[config.mk]
export PLATFORM = sky130hd
export DESIGN_NAME = axis_frame_reader
export DESIGN_NICKNAME = d
export VERILOG_FILES = /design/src/rtl/conv_axis_pkg.sv /design/src/rtl/axis_skid_buf2.sv /design/src/rtl/axis_frame_reader.sv
export SDC_FILE = /design/constraint.sdc
export NUM_CORES = 1
export LEC_CHECK = 0
export ABC_AREA = 1
export BUFFER_PORTS_ARGS = -buffer_cell sky130_fd_sc_hd__clkbuf_2
export CAP_MARGIN = 20
export CORE_ASPECT_RATIO = 0.8
export CORE_MARGIN = 4
export CORE_UTILIZATION = 35
export CTS_CLUSTER_SIZE = 12
export DETAILED_ROUTE_END_ITERATION = 12
export PLACE_DENSITY = 0.57
export SLEW_MARGIN = 20
export SYNTH_ARGS = -nofsm -noshare
export SYNTH_HDL_FRONTEND = slang
export SYNTH_SLANG_ARGS = --single-unit
export TNS_END_PERCENT = 20
[constraint.sdc]
create_clock -name clk -period 2.5 [get_ports clk]
set_input_delay 0.375 -clock clk [delete_from_list [all_inputs] [get_ports clk]]
set_output_delay 0.375 -clock clk [all_outputs]
set_load 0.02 [all_outputs]
[src/rtl/conv_axis_pkg.sv]
// Shared definitions for the AXI4-Stream sources feeding the convolution layer.
package conv_axis_pkg;

   localparam int DATA_WIDTH_DEF = 32;
   localparam int ADDR_WIDTH_DEF = 14;

   // tuser bit carrying start-of-frame
   localparam int TUSER_SOF   = 0;
   localparam int TUSER_WIDTH = 1;

   typedef enum logic [1:0] {
      ST_IDLE  = 2'd0,
      ST_RUN   = 2'd1,
      ST_DRAIN = 2'd2
   } rd_state_e;

   // Buffer slots that will be occupied after this cycle's pop: stored
   // beats plus the read whose data is still on its way from memory.
   function automatic logic [1:0] credit_used(input logic [1:0] count,
                                              input logic       inflight,
                                              input logic       pop);
      return count + {1'b0, inflight} - {1'b0, pop};
   endfunction

endpackage

[src/rtl/axis_skid_buf2.sv]
// Two-entry FIFO holding {data, last, user} for an AXIS master. The head
// entry drives the stream outputs and changes only when popped or empty,
// so payload stays stable while the consumer stalls.
import conv_axis_pkg::*;

module axis_skid_buf2 #(
   parameter int DATA_WIDTH = DATA_WIDTH_DEF,
   parameter int USER_WIDTH = TUSER_WIDTH
) (
   input  logic                  clk_i,
   input  logic                  rst_ni,
   input  logic                  push_i,
   input  logic [DATA_WIDTH-1:0] data_i,
   input  logic                  last_i,
   input  logic [USER_WIDTH-1:0] user_i,
   input  logic                  pop_i,
   output logic [1:0]            count_o,
   output logic [DATA_WIDTH-1:0] data_o,
   output logic                  last_o,
   output logic [USER_WIDTH-1:0] user_o
);

   localparam int EW = DATA_WIDTH + 1 + USER_WIDTH;

   logic [EW-1:0] head_q, head_d;
   logic [EW-1:0] tail_q, tail_d;
   logic [1:0]    count_q, count_d;
   logic [EW-1:0] in_s;
   logic          pop_s;

   assign in_s  = {data_i, last_i, user_i};
   assign pop_s = pop_i && (count_q != 2'd0);

   // Next-state of the two slots and the occupancy count
   always_comb begin
      head_d  = head_q;
      tail_d  = tail_q;
      count_d = count_q;
      case ({push_i, pop_s})
         2'b10: begin
            if (count_q == 2'd0) begin
               head_d  = in_s;
               count_d = 2'd1;
            end else if (count_q == 2'd1) begin
               tail_d  = in_s;
               count_d = 2'd2;
            end else begin
               count_d = count_q;
            end
         end
         2'b01: begin
            head_d  = tail_q;
            count_d = count_q - 2'd1;
         end
         2'b11: begin
            if (count_q == 2'd1) begin
               head_d = in_s;
            end else begin
               head_d = tail_q;
               tail_d = in_s;
            end
         end
         default: begin
            count_d = count_q;
         end
      endcase
   end

   // Slot and count registers
   always_ff @(posedge clk_i or negedge rst_ni) begin
      if (!rst_ni) begin
         head_q  <= '0;
         tail_q  <= '0;
         count_q <= 2'd0;
      end else begin
         head_q  <= head_d;
         tail_q  <= tail_d;
         count_q <= count_d;
      end
   end

   assign count_o = count_q;
   assign data_o  = head_q[EW-1 -: DATA_WIDTH];
   assign last_o  = head_q[USER_WIDTH];
   assign user_o  = head_q[USER_WIDTH-1:0];

endmodule

[src/rtl/axis_frame_reader.sv]
// Reads one frame row-major from a synchronous pixel memory and streams it
// as AXI4-Stream (tuser = start of frame, tlast = end of line). Reads are
// credit-limited so the 2-entry output buffer can never overflow.
import conv_axis_pkg::*;

module axis_frame_reader #(
   parameter int DATA_WIDTH = DATA_WIDTH_DEF,
   parameter int ADDR_WIDTH = ADDR_WIDTH_DEF,
   parameter int IMG_WIDTH  = 128,
   parameter int IMG_HEIGHT = 128
) (
   input  logic                    clk,
   input  logic                    resetn,
   input  logic                    start,
   input  logic [ADDR_WIDTH-1:0]   frame_base,
   output logic                    busy,
   output logic                    done,
   output logic                    mem_rd_en,
   output logic [ADDR_WIDTH-1:0]   mem_rd_addr,
   input  logic [DATA_WIDTH-1:0]   mem_rd_data,
   output logic                    m_axis_tvalid,
   output logic [DATA_WIDTH-1:0]   m_axis_tdata,
   output logic [DATA_WIDTH/8-1:0] m_axis_tstrb,
   output logic                    m_axis_tlast,
   output logic                    m_axis_tuser,
   input  logic                    m_axis_tready
);

   localparam int CW = (IMG_WIDTH  > 1) ? $clog2(IMG_WIDTH)  : 1;
   localparam int RW = (IMG_HEIGHT > 1) ? $clog2(IMG_HEIGHT) : 1;
   localparam logic [CW-1:0]         COL_LAST = CW'(IMG_WIDTH - 1);
   localparam logic [RW-1:0]         ROW_LAST = RW'(IMG_HEIGHT - 1);
   localparam logic [ADDR_WIDTH-1:0] ADDR_ONE = ADDR_WIDTH'(1);

   rd_state_e             state_q, state_d;
   logic [ADDR_WIDTH-1:0] addr_q, addr_d;
   logic [CW-1:0]         col_q, col_d;
   logic [RW-1:0]         row_q, row_d;
   logic                  infl_vld_q, infl_vld_d;
   logic                  infl_sof_q, infl_sof_d;
   logic                  infl_eol_q, infl_eol_d;
   logic                  done_q, done_d;

   logic [1:0]             buf_count_s;
   logic                   pop_s;
   logic                   rd_en_s;
   logic [TUSER_WIDTH-1:0] user_in_s;
   logic [TUSER_WIDTH-1:0] user_out_s;

   assign pop_s   = m_axis_tvalid && m_axis_tready;
   assign rd_en_s = (state_q == ST_RUN) &&
                    (credit_used(buf_count_s, infl_vld_q, pop_s) < 2'd2);

   // FSM next state, pixel walk and in-flight sideband flags
   always_comb begin
      state_d    = state_q;
      addr_d     = addr_q;
      col_d      = col_q;
      row_d      = row_q;
      done_d     = 1'b0;
      infl_vld_d = rd_en_s;
      infl_sof_d = (row_q == '0) && (col_q == '0);
      infl_eol_d = (col_q == COL_LAST);
      case (state_q)
         ST_IDLE: begin
            if (start) begin
               state_d = ST_RUN;
               addr_d  = frame_base;
               col_d   = '0;
               row_d   = '0;
            end else begin
               state_d = ST_IDLE;
            end
         end
         ST_RUN: begin
            if (rd_en_s) begin
               addr_d = addr_q + ADDR_ONE;
               if (col_q == COL_LAST) begin
                  col_d = '0;
                  if (row_q == ROW_LAST) begin
                     row_d   = '0;
                     state_d = ST_DRAIN;
                  end else begin
                     row_d = row_q + RW'(1);
                  end
               end else begin
                  col_d = col_q + CW'(1);
               end
            end else begin
               state_d = ST_RUN;
            end
         end
         ST_DRAIN: begin
            // Finish on the edge that pops the final beat so done lands in
            // the very next cycle.
            if (!infl_vld_q &&
                ((buf_count_s == 2'd0) || ((buf_count_s == 2'd1) && pop_s))) begin
               done_d  = 1'b1;
               state_d = ST_IDLE;
            end else begin
               state_d = ST_DRAIN;
            end
         end
         default: begin
            state_d = ST_IDLE;
         end
      endcase
   end

   // FSM state register
   always_ff @(posedge clk or negedge resetn) begin
      if (!resetn) begin
         state_q <= ST_IDLE;
      end else begin
         state_q <= state_d;
      end
   end

   // Address walk, in-flight read tracking and done pulse
   always_ff @(posedge clk or negedge resetn) begin
      if (!resetn) begin
         addr_q     <= '0;
         col_q      <= '0;
         row_q      <= '0;
         infl_vld_q <= 1'b0;
         infl_sof_q <= 1'b0;
         infl_eol_q <= 1'b0;
         done_q     <= 1'b0;
      end else begin
         addr_q     <= addr_d;
         col_q      <= col_d;
         row_q      <= row_d;
         infl_vld_q <= infl_vld_d;
         infl_sof_q <= infl_sof_d;
         infl_eol_q <= infl_eol_d;
         done_q     <= done_d;
      end
   end

   // Place the start-of-frame flag at its tuser bit position
   always_comb begin
      user_in_s            = '0;
      user_in_s[TUSER_SOF] = infl_sof_q;
   end

   axis_skid_buf2 #(
      .DATA_WIDTH (DATA_WIDTH),
      .USER_WIDTH (TUSER_WIDTH)
   ) u_buf (
      .clk_i   (clk),
      .rst_ni  (resetn),
      .push_i  (infl_vld_q),
      .data_i  (mem_rd_data),
      .last_i  (infl_eol_q),
      .user_i  (user_in_s),
      .pop_i   (pop_s),
      .count_o (buf_count_s),
      .data_o  (m_axis_tdata),
      .last_o  (m_axis_tlast),
      .user_o  (user_out_s)
   );

   assign busy          = (state_q != ST_IDLE);
   assign done          = done_q;
   assign mem_rd_en     = rd_en_s;
   assign mem_rd_addr   = addr_q;
   assign m_axis_tvalid = (buf_count_s != 2'd0);
   assign m_axis_tuser  = user_out_s[TUSER_SOF];
   assign m_axis_tstrb  = m_axis_tvalid ? {(DATA_WIDTH/8){1'b1}} : {(DATA_WIDTH/8){1'b0}};

endmodule
==> metrics.cfg <==
[outcome]
status=complete, no violations

[layout]
diodes=0
final_common_cell=nand2_1
drive_gt1_share_pct=20.0
layout.nets=991
design_area_mm2=0.00725
fin_cells=1163
final_cell_mix=260 x nand2_1, 104 x dfrtp_1, 103 x clkbuf_2, 81 x inv_1, 76 x o21ai_0
area_growth_pct=15.6

[pwr]
power_uw=9100
p_leak_uw=0.00363
combPwrFrac_pct=52.4
p_per_area_mw_per_mm2=1250
clkPwrFrac_pct=15.3
intPower_uw=4760
pwr-share-seq_pct=32.3
ir_worst_vdd_uv=676
netSwitchingFraction_pct=47.7
p_switching_uw=4340

[place]
place_inst=1144
dp_hpwl_um=11000
dpl-instance-area_mm2=0.00693
io_buffers=105
place_congestion=0.809

[clocking]
clkLatencyLatePin_ps=350
clk_pin_slew_worst_paths_ps=70
cts_made_buffers=9
cts-root-to-sink-buffers=2
h-tree-depth=3
cts_tree=yes
cts_sinks=104
cts_root_buf=clkbuf_16

[floorplan]
die_h_um=128
io_pins=106
dieArea_mm2=0.0201
start_util_pct=35.9
rows=43
die_w_um=158
fp.coreArea_mm2=0.0175

[flow_run]
max-cap-violations=0

[logic_synthesis]
ys_warn_count=0
synth_edf_count=0
ys.flop_type=dfrtp_1
yosysSeqAreaShare_pct=41.5
synth_area_mm2=0.00627
ys_async_sr_fraction_pct=100
syn_inst=845
syn_area_per_cell_um2=7.42
ys_ff_latch=104
ys_types=38
syn_nets=903

[route]
wl_per_cell_um=14.1
first_iter_violations=367
vias_per_cell=4.90
ant_nets=0
first_pass_iters=5
vias=5693
drc_errors=0
drt-total-wl_um=16400

[critical_path]
startpoint_type=flip-flop
worstPathRequired_ps=2120
critPathKind=flip-flop to output pin
cp_data_arrival_time_ps=1980
timing.critical_path.fanout_max=4
crit_path_end_kind=output pin

[timing]
hold_ws_ps=6.72
relSlewSlack_pct=63.2
skew_ps=5.65
rsz0062_at_grt=false
drv_slew=0
post-route-min-period_ps=2360
fmaxAchievable_ghz=0.424
tightest_slew_ps=552
setup_tns_ps=0
fin_crit_sh_pct=94.4
hold_viol_final=0
setup_viol=0

[grt]
grt_pass1_wl_um=27600
grt_start_max_net_pins=69
overflow=0
antenna_found_initial=0
grt_usage_pct=16.9
grt_pass1_vias=5330

[worst_hold_path]
hp-class=input port to async pin

-- Yosys cell counts (all sizes together), types with 7 or more instances --
cell type  count  share of area (%)
a21oi         44                3.9
ha             8                1.6
nand2        269                 17
buf           40                4.6
nand3         37                3.0
o211ai        29                3.7
o21ai        115                9.5
clkbuf         7               0.44
o221ai         7                1.5
dfrtp        104                 41
nand4          9               0.90
nor2          57                3.8
inv           92                5.5
-- logic make-up (layout without fill, tap and decap cells) --
logic type | after synthesis | in the layout | synth area share, %
buffers and inverters | 140 | 233 | 10.7
AO/OA/AOI/OAI | 211 | 211 | 20.5
XOR/XNOR | 2 | 2 | 0.279
adder cells (fa/ha/maj) | 8 | 8 | 1.60
flip-flops | 104 | 104 | 41.5
AND/OR/NAND/NOR | 380 | 380 | 25.5
-- timing repair --
| item | in CTS | in global routing |
|---|---|---|
| hold buffers | 0 | 0 |
| resized for setup | 4 | 3 |
| cloned | 0 | 0 |
| setup endpoints to repair | 1 | 1 |
| buffers inserted | 0 | 3 |
-- power by group through the flow --
stage,clock (uW),sequential [uW],combinational (uW)
final,1390,2940,4760
after floorplan,0,3320,3160
after CTS,1440,2940,4790
after detailed placement,0,2970,4740
after global routing,1520,3040,5440
after global placement,0,2960,4720
-- layout make-up --
type	count	area, um^2
tap	225	282
clock inverter	2	12.5
sequential	104	2600
inverter	93	352
timing repair buffer	124	711
fill	1834	10200
clock buffer	14	274
multi-input combinational	601	3020
-- per-stage QoR --
stage | util, % | setup slack (ps)
detailed placement | 39.6 | 268
floorplan | - | 127
global placement | 39.6 | 309
CTS | 41.3 | 29.4
global route | 41.5 | 6.51
finish | 41.5 | 140
-- routing by layer --
| layer | vias to the layer above | GRT usage, % | share of wire, % |
|---|---|---|---|
| met5 | - | 0 | 0 |
| met4 | 0 | 3.69 | 0.97 |
| met3 | 10 | 3.68 | 4.6 |
| met2 | 126 | 25.4 | 44 |
| met1 | 2616 | 24.9 | 50 |
| li1 | 2941 | - | - |
-- worst paths after layout --
path                       slack (ps)  cells past startpoint                           end                          from
max in group asynchronous        1700                      2          row_q[5]$_DFFE_PN0P_                        resetn
min                                 7                      1  u_buf.head_q[29]$_DFFE_PN0P_                        resetn
min in group clk                  300                      3  u_buf.tail_q[27]$_DFFE_PN0P_               mem_rd_data[25]
min reg2reg                       480                      2  u_buf.head_q[25]$_DFFE_PN0P_  u_buf.head_q[25]$_DFFE_PN0P_
max reg2reg                       430                     12   mem_rd_addr[10]$_DFFE_PN0P_  u_buf.count_o[1]$_DFFE_PN0P_
max                               140                     10                     mem_rd_en  u_buf.count_o[1]$_DFFE_PN0P_
-- state kept, by name, summed over array words and instances, names as in the netlist, 2 cells and up --
signal / cells
col_q: 7
mem_rd_addr: 14
row_q: 7
state_q: 2
u_buf.count_o: 2
u_buf.head_q: 34
u_buf.tail_q: 34
-- worst max-delay path, cell delays in order (launching register included) --
cell	delay, ps
dfrtp_1	410
inv_2	110
ha_4	170
nor2_8	40
ha_1	280
nor2_1	110
nand3_1	110
nand2_1	90
nand2_2	80
inv_2	100
buf_4	140
No activity file was read; power rests on OpenSTA's default activity.
